[config.mk]
export PLATFORM = sky130hd
export DESIGN_NAME = pipe_ctrl_chain
export DESIGN_NICKNAME = d
export VERILOG_FILES = /design/src/rtl/pipe_ctrl_chain.sv
export SDC_FILE = /design/constraint.sdc
export NUM_CORES = 1
export LEC_CHECK = 0
export BUFFER_PORTS_ARGS = -buffer_cell sky130_fd_sc_hd__buf_2
export CORE_UTILIZATION = 30
export CTS_CLUSTER_SIZE = 8
export DETAILED_ROUTE_END_ITERATION = 8
export GPL_ROUTABILITY_DRIVEN = 0
export HOLD_SLACK_MARGIN = 0.03
export PLACE_DENSITY_LB_ADDON = 0.05
export SLEW_MARGIN = 20
export SYNTH_ARGS = -nofsm -noshare
export SYNTH_HDL_FRONTEND = slang
export SYNTH_SLANG_ARGS = --single-unit
[constraint.sdc]
create_clock -name clk -period 2.9 [get_ports clk]
set_input_delay 0.58 -clock clk [delete_from_list [all_inputs] [get_ports clk]]
set_output_delay 0.58 -clock clk [all_outputs]
set_load 0.05 [all_outputs]
[src/rtl/pipe_ctrl_chain.sv]
// Control-word pipeline: STAGES registers with per-stage stall/flush, a stall
// back-pressure chain, an occupancy count and a wrapping retire counter.
module pipe_ctrl_chain #(
    parameter int WIDTH  = 10,
    parameter int STAGES = 3,
    parameter int CW     = 16
) (
    input  logic                          clk,
    input  logic                          reset,
    input  logic [WIDTH-1:0]              in_ctrl,
    input  logic                          in_valid,
    output logic                          in_ready,
    input  logic [STAGES-1:0]             stall,
    input  logic [STAGES-1:0]             flush,
    output logic [STAGES*WIDTH-1:0]       out_ctrl,
    output logic [STAGES-1:0]             out_valid,
    output logic [$clog2(STAGES+1)-1:0]   occupancy,
    output logic [CW-1:0]                 retire_cnt
);

    localparam int OCC_W = $clog2(STAGES + 1);

    logic [WIDTH-1:0]  ctrl_q [STAGES];
    logic [WIDTH-1:0]  ctrl_d [STAGES];
    logic [STAGES-1:0] vld_q;
    logic [STAGES-1:0] vld_d;
    logic [CW-1:0]     ret_q;
    logic [CW-1:0]     ret_d;
    logic [STAGES-1:0] hold;

    // A stall anywhere downstream freezes every stage upstream of it.
    always_comb begin
        logic acc;
        acc  = 1'b0;
        hold = '0;
        for (int k = STAGES - 1; k >= 0; k--) begin
            acc     = acc | stall[k];
            hold[k] = acc;
        end
    end

    assign in_ready = ~hold[0];

    always_comb begin
        for (int k = 0; k < STAGES; k++) begin
            ctrl_d[k] = ctrl_q[k];
        end
        vld_d = vld_q;
        ret_d = ret_q;

        if (flush[0]) begin
            ctrl_d[0] = '0;
            vld_d[0]  = 1'b0;
        end else if (!hold[0]) begin
            ctrl_d[0] = in_valid ? in_ctrl : '0;
            vld_d[0]  = in_valid;
        end

        // A held upstream stage leaves a bubble behind in the stage that advances.
        for (int k = 1; k < STAGES; k++) begin
            if (flush[k]) begin
                ctrl_d[k] = '0;
                vld_d[k]  = 1'b0;
            end else if (!hold[k]) begin
                if (stall[k-1]) begin
                    ctrl_d[k] = '0;
                    vld_d[k]  = 1'b0;
                end else begin
                    ctrl_d[k] = ctrl_q[k-1];
                    vld_d[k]  = vld_q[k-1];
                end
            end
        end

        if (vld_q[STAGES-1] && !stall[STAGES-1] && !flush[STAGES-1]) begin
            ret_d = ret_q + CW'(1);
        end
    end

    always_ff @(posedge clk or negedge reset) begin
        if (!reset) begin
            for (int k = 0; k < STAGES; k++) begin
                ctrl_q[k] <= '0;
            end
            vld_q <= '0;
            ret_q <= '0;
        end else begin
            for (int k = 0; k < STAGES; k++) begin
                ctrl_q[k] <= ctrl_d[k];
            end
            vld_q <= vld_d;
            ret_q <= ret_d;
        end
    end

    always_comb begin
        out_ctrl  = '0;
        occupancy = '0;
        for (int k = 0; k < STAGES; k++) begin
            out_ctrl[k*WIDTH +: WIDTH] = ctrl_q[k];
            occupancy = occupancy + OCC_W'(vld_q[k]);
        end
    end

    assign out_valid  = vld_q;
    assign retire_cnt = ret_q;

endmodule

==> flow_summary.html <==
<table>
<tr><th>Metric</th><th>Value</th></tr>
<tr><th colspan="2">Status</th></tr>
<tr><td>Run status</td><td>finished clean</td></tr>
<tr><th colspan="2">Power</th></tr>
<tr><td>Gate power share</td><td>0.064</td></tr>
<tr><td>Total net switching power</td><td>0.000270 W</td></tr>
<tr><td>Pwr dens</td><td>466 nW/um^2</td></tr>
<tr><td>Leak</td><td>1.35 nW</td></tr>
<tr><td>Clock network power share</td><td>0.343</td></tr>
<tr><td>Pwr Total</td><td>0.00116 W</td></tr>
<tr><td>Cell-internal power</td><td>0.000895 W</td></tr>
<tr><td>Maximum vdd ir drop</td><td>0.183 mV</td></tr>
<tr><td>Sequential power share</td><td>0.593</td></tr>
<tr><td>Fraction of power spent switching nets</td><td>0.232</td></tr>
<tr><th colspan="2">CTS</th></tr>
<tr><td>Worst-case clock buffer depth</td><td>2</td></tr>
<tr><td>Post CTS Setup Buffer Count</td><td>0</td></tr>
<tr><td>CTS clock-pin slew for the worst setup and hold paths</td><td>0.08 ns</td></tr>
<tr><td>Number of sinks on the clock net</td><td>49</td></tr>
<tr><td>Master cell of the clock root buffer</td><td>sky130_fd_sc_hd__clkbuf_8</td></tr>
<tr><td>H-tree depth reported by CTS</td><td>2</td></tr>
<tr><td>TritonCTS clock tree</td><td>done</td></tr>
<tr><td>Total of hold buffers inserted after clock tree synthesis</td><td>0</td></tr>
<tr><td>Number of gates given a new drive strength after cts</td><td>0</td></tr>
<tr><td>CTS Buf Count</td><td>5</td></tr>
<tr><td>Clock insertion delay at the later pin of the skew report</td><td>0.29 ns</td></tr>
<tr><th colspan="2">Critical path</th></tr>
<tr><td>CP dominant cell by count</td><td>sky130_fd_sc_hd__buf_2</td></tr>
<tr><td>Type of the worst setup path</td><td>input port to primary output</td></tr>
<tr><td>Critical path arrival</td><td>1.55 ns</td></tr>
<tr><td>CP startpoint kind</td><td>input port</td></tr>
<tr><td>CP cell instances</td><td>buf_2 -&gt; buf_4 -&gt; nor3_1 -&gt; buf_2</td></tr>
<tr><td>Critical path's largest stage delay</td><td>0.34 ns</td></tr>
<tr><td>Slowest library cell on the worst path</td><td>sky130_fd_sc_hd__buf_2</td></tr>
<tr><td>Worst path top cell family by delay</td><td>buffers and inverters</td></tr>
<tr><td>Worst Path Required</td><td>2.32 ns</td></tr>
<tr><td>Endpoint kind of the worst setup timing path</td><td>primary output</td></tr>
<tr><td>Crit path buf inv count</td><td>3</td></tr>
<tr><td>Maximum fanout count along the critical path</td><td>24</td></tr>
<tr><th colspan="2">Placed design</th></tr>
<tr><td>Total placed cells including tap cells</td><td>304</td></tr>
<tr><td>Buffers on Ports</td><td>70</td></tr>
<tr><td>DPL Wire Length</td><td>3360 um</td></tr>
<tr><td>Placed Area</td><td>2410 sq um</td></tr>
<tr><th colspan="2">Timing</th></tr>
<tr><td>Clock period minus worst slack</td><td>2.13 ns</td></tr>
<tr><td>Crit share post-route</td><td>0.736</td></tr>
<tr><td>Sum of negative setup slack</td><td>0 ns</td></tr>
<tr><td>Highest clock rate</td><td>0.469 GHz</td></tr>
<tr><td>Skew final</td><td>0.00268 ns</td></tr>
<tr><td>Number of hold violations in the final report</td><td>0</td></tr>
<tr><td>Worst slew margin</td><td>0.380</td></tr>
<tr><td>Unrepaired setup endpoints after global routing</td><td>no</td></tr>
<tr><td>Worst-Margin Slew</td><td>0.923 ns</td></tr>
<tr><td>Total setup violations reported at the end of the flow</td><td>0</td></tr>
<tr><td>Count of final max-slew check failures</td><td>0</td></tr>
<tr><th colspan="2">Die</th></tr>
<tr><td>Initial core utilization</td><td>0.312</td></tr>
<tr><td>Die height</td><td>83.5 um</td></tr>
<tr><td>Number of primary I/O pins</td><td>71</td></tr>
<tr><td>Die area</td><td>6970 sq um</td></tr>
<tr><td>Die W</td><td>83.5 um</td></tr>
<tr><td>FP Rows</td><td>29</td></tr>
<tr><td>Area of the core</td><td>6390 sq um</td></tr>
<tr><th colspan="2">Drt</th></tr>
<tr><td>Wire per inst</td><td>14.3 um</td></tr>
<tr><td>Violation count after the first detailed-routing iteration</td><td>30</td></tr>
<tr><td>Remaining antenna violation count</td><td>0</td></tr>
<tr><td>Number of search-and-repair iterations in the first detailed-routing pass</td><td>4</td></tr>
<tr><td>Mean number of vias per cell</td><td>4.73</td></tr>
<tr><td>Final wirelength</td><td>4460 um</td></tr>
<tr><td>DR vias</td><td>1470</td></tr>
<tr><td>Total DRC errors in the routed layout</td><td>0</td></tr>
<tr><th colspan="2">Global route</th></tr>
<tr><td>Global-route wire length before repair</td><td>7650 um</td></tr>
<tr><td>Maximum number of pins on one net before global-route repair</td><td>26</td></tr>
<tr><td>Global route overflow</td><td>0</td></tr>
<tr><td>GRT Overall Usage</td><td>0.137</td></tr>
<tr><td>Via count of the first global-routing pass</td><td>1580</td></tr>
<tr><td>Number of antenna violations at the first check in global routing</td><td>0</td></tr>
<tr><th colspan="2">Yosys</th></tr>
<tr><td>Synth warn</td><td>0</td></tr>
<tr><td>Top post-synthesis cells by area</td><td>sky130_fd_sc_hd__dfrtp_1 62%, sky130_fd_sc_hd__a22o_1 9.2%, sky130_fd_sc_hd__xnor2_1 4.8%</td></tr>
<tr><td>Part of the Yosys area used for sequential elements</td><td>0.616</td></tr>
<tr><td>Yosys cell types</td><td>26</td></tr>
<tr><td>Post-synthesis cell type with the largest combined area</td><td>sky130_fd_sc_hd__dfrtp_1</td></tr>
<tr><td>Share of async-settable or async-resettable flops after synthesis</td><td>1.00</td></tr>
<tr><td>Synthesized cell area</td><td>1990 sq um</td></tr>
<tr><td>Proportion of netlist area held by the largest area contributor</td><td>0.616</td></tr>
<tr><td>Number of instances in the synthesized netlist</td><td>165</td></tr>
<tr><td>Number of synthesized flops with an enable pin</td><td>0</td></tr>
<tr><td>Main synth FF type</td><td>sky130_fd_sc_hd__dfrtp_1</td></tr>
<tr><td>Synthesized Nets</td><td>186</td></tr>
<tr><td>Average instance area after synthesis</td><td>12.1 sq um</td></tr>
<tr><td>Yosys reg bits</td><td>49</td></tr>
<tr><th colspan="2">Final layout</th></tr>
<tr><td>Diode count</td><td>0</td></tr>
<tr><td>Ratio of cells with drive above 1 in the final layout</td><td>0.346</td></tr>
<tr><td>Filler Cell Count</td><td>676</td></tr>
<tr><td># nets final</td><td>255</td></tr>
<tr><td>Sequential cell area</td><td>1230 sq um</td></tr>
<tr><td>Combined area of the multi-input logic cells</td><td>722 sq um</td></tr>
<tr><td>Synthesis-to-finish area growth</td><td>25.5%</td></tr>
<tr><td>Filler-free cell count of the finished design</td><td>311</td></tr>
<tr><td>Layout Cell Area excl Fill</td><td>2500 sq um</td></tr>
<tr><th colspan="2">Hold path</th></tr>
<tr><td>Hold crit path type</td><td>input port to async pin</td></tr>
<tr><th colspan="2">Flow run</th></tr>
<tr><td>Reported max-cap violation count</td><td>0</td></tr>
</table>
cell type report:
cell class	count	area share
well taps	77	0.0385
flip-flops and latches	49	0.490
inverters	1	0.00150
multi-input cells	105	0.289
repair buffers	72	0.146
clock buffers	7	0.0345
routing by layer:
metal,vias to the layer above,GRT usage,routed length [um]
li1,719,-,-
met1,701,0.158,1870
met2,48,0.240,2270
met3,2,0.0465,290
met4,0,0.0431,24
met5,-,0,0
layout by cell type (no fill, tap or decap), drive strengths merged, types with 2 or more instances in the layout:
master and count:
buf 72, dfrtp 49, a22o 21, nor2 16, xnor2 11, nor3b 10
nand2 10, a21oi 9, clkbuf 7, nand4 5, xor2 4, nor3 4
nand3 3, and3 2, a22oi 2
power groups by stage:
| stage | registers (W) | logic [W] | clock network [W] |
|---|---|---|---|
| global route | 0.000691 | 0.0000837 | 0.000455 |
| global placement | 0.000704 | 0.0000756 | 0 |
| detailed placement | 0.000704 | 0.0000773 | 0 |
| finish | 0.000690 | 0.0000751 | 0.000399 |
| floorplan | 0.000718 | 0.0000262 | 0 |
| CTS | 0.000691 | 0.0000774 | 0.000422 |
synth_stat cells, types with 2 or more instances:
| master | number |
|---|---|
| sky130_fd_sc_hd__nor2_1 | 16 |
| sky130_fd_sc_hd__nand2_1 | 10 |
| sky130_fd_sc_hd__xor2_1 | 4 |
| sky130_fd_sc_hd__nor3b_1 | 10 |
| sky130_fd_sc_hd__nor3_1 | 3 |
| sky130_fd_sc_hd__nand4_1 | 5 |
| sky130_fd_sc_hd__a21oi_1 | 9 |
| sky130_fd_sc_hd__nand3_1 | 3 |
| sky130_fd_sc_hd__a22oi_1 | 2 |
| sky130_fd_sc_hd__dfrtp_1 | 49 |
| sky130_fd_sc_hd__a22o_1 | 21 |
| sky130_fd_sc_hd__xnor2_1 | 11 |
| sky130_fd_sc_hd__clkbuf_1 | 8 |
| sky130_fd_sc_hd__and3_1 | 2 |
through the flow:
stage	worst slack [ns]	util	hold slack, ns
floorplan	0.274	-	0.284
global placement	0.700	0.378	0.467
detailed placement	0.668	0.378	0.467
CTS	0.764	0.391	0.289
global route	0.669	0.391	0.303
finish	0.767	0.391	0.276
cells by family after synthesis:
logic type               Yosys count  synth area share
AND/OR/NAND/NOR                   55             0.151
flip-flops                        49             0.616
XOR/XNOR                          15            0.0660
buffers and inverters             11            0.0251
adder cells (fa/ha/maj)            2            0.0163
AO/OA/AOI/OAI                     33             0.126
worst reg2reg max path, stage by stage, from the launching register on:
cell and delay, ns:
sky130_fd_sc_hd__dfrtp_1 0.43, sky130_fd_sc_hd__or3b_1 0.45, sky130_fd_sc_hd__nor3_1 0.51, sky130_fd_sc_hd__nand4_1 0.18, sky130_fd_sc_hd__xnor2_1 0.16
path summary, 6_finish.rpt:
kind,from,depth (start not counted),slack [ns],end
min in group clk,retire_cnt[15],1,0.47,retire_cnt[15]
min reg2reg,retire_cnt[15],1,0.47,retire_cnt[15]
max,stall[2],4,0.77,in_ready
min,reset,1,0.28,retire_cnt[3]
max reg2reg,out_valid[2],4,1.07,retire_cnt[14]
max in group asynchronous,reset,2,1.89,out_ctrl[3]
flip-flops by register name, summed over array words and instances, names as in the netlist:
register    flops
out_valid       3
out_ctrl       30
retire_cnt     16
Note: power is estimated with default switching activity, not from simulation.
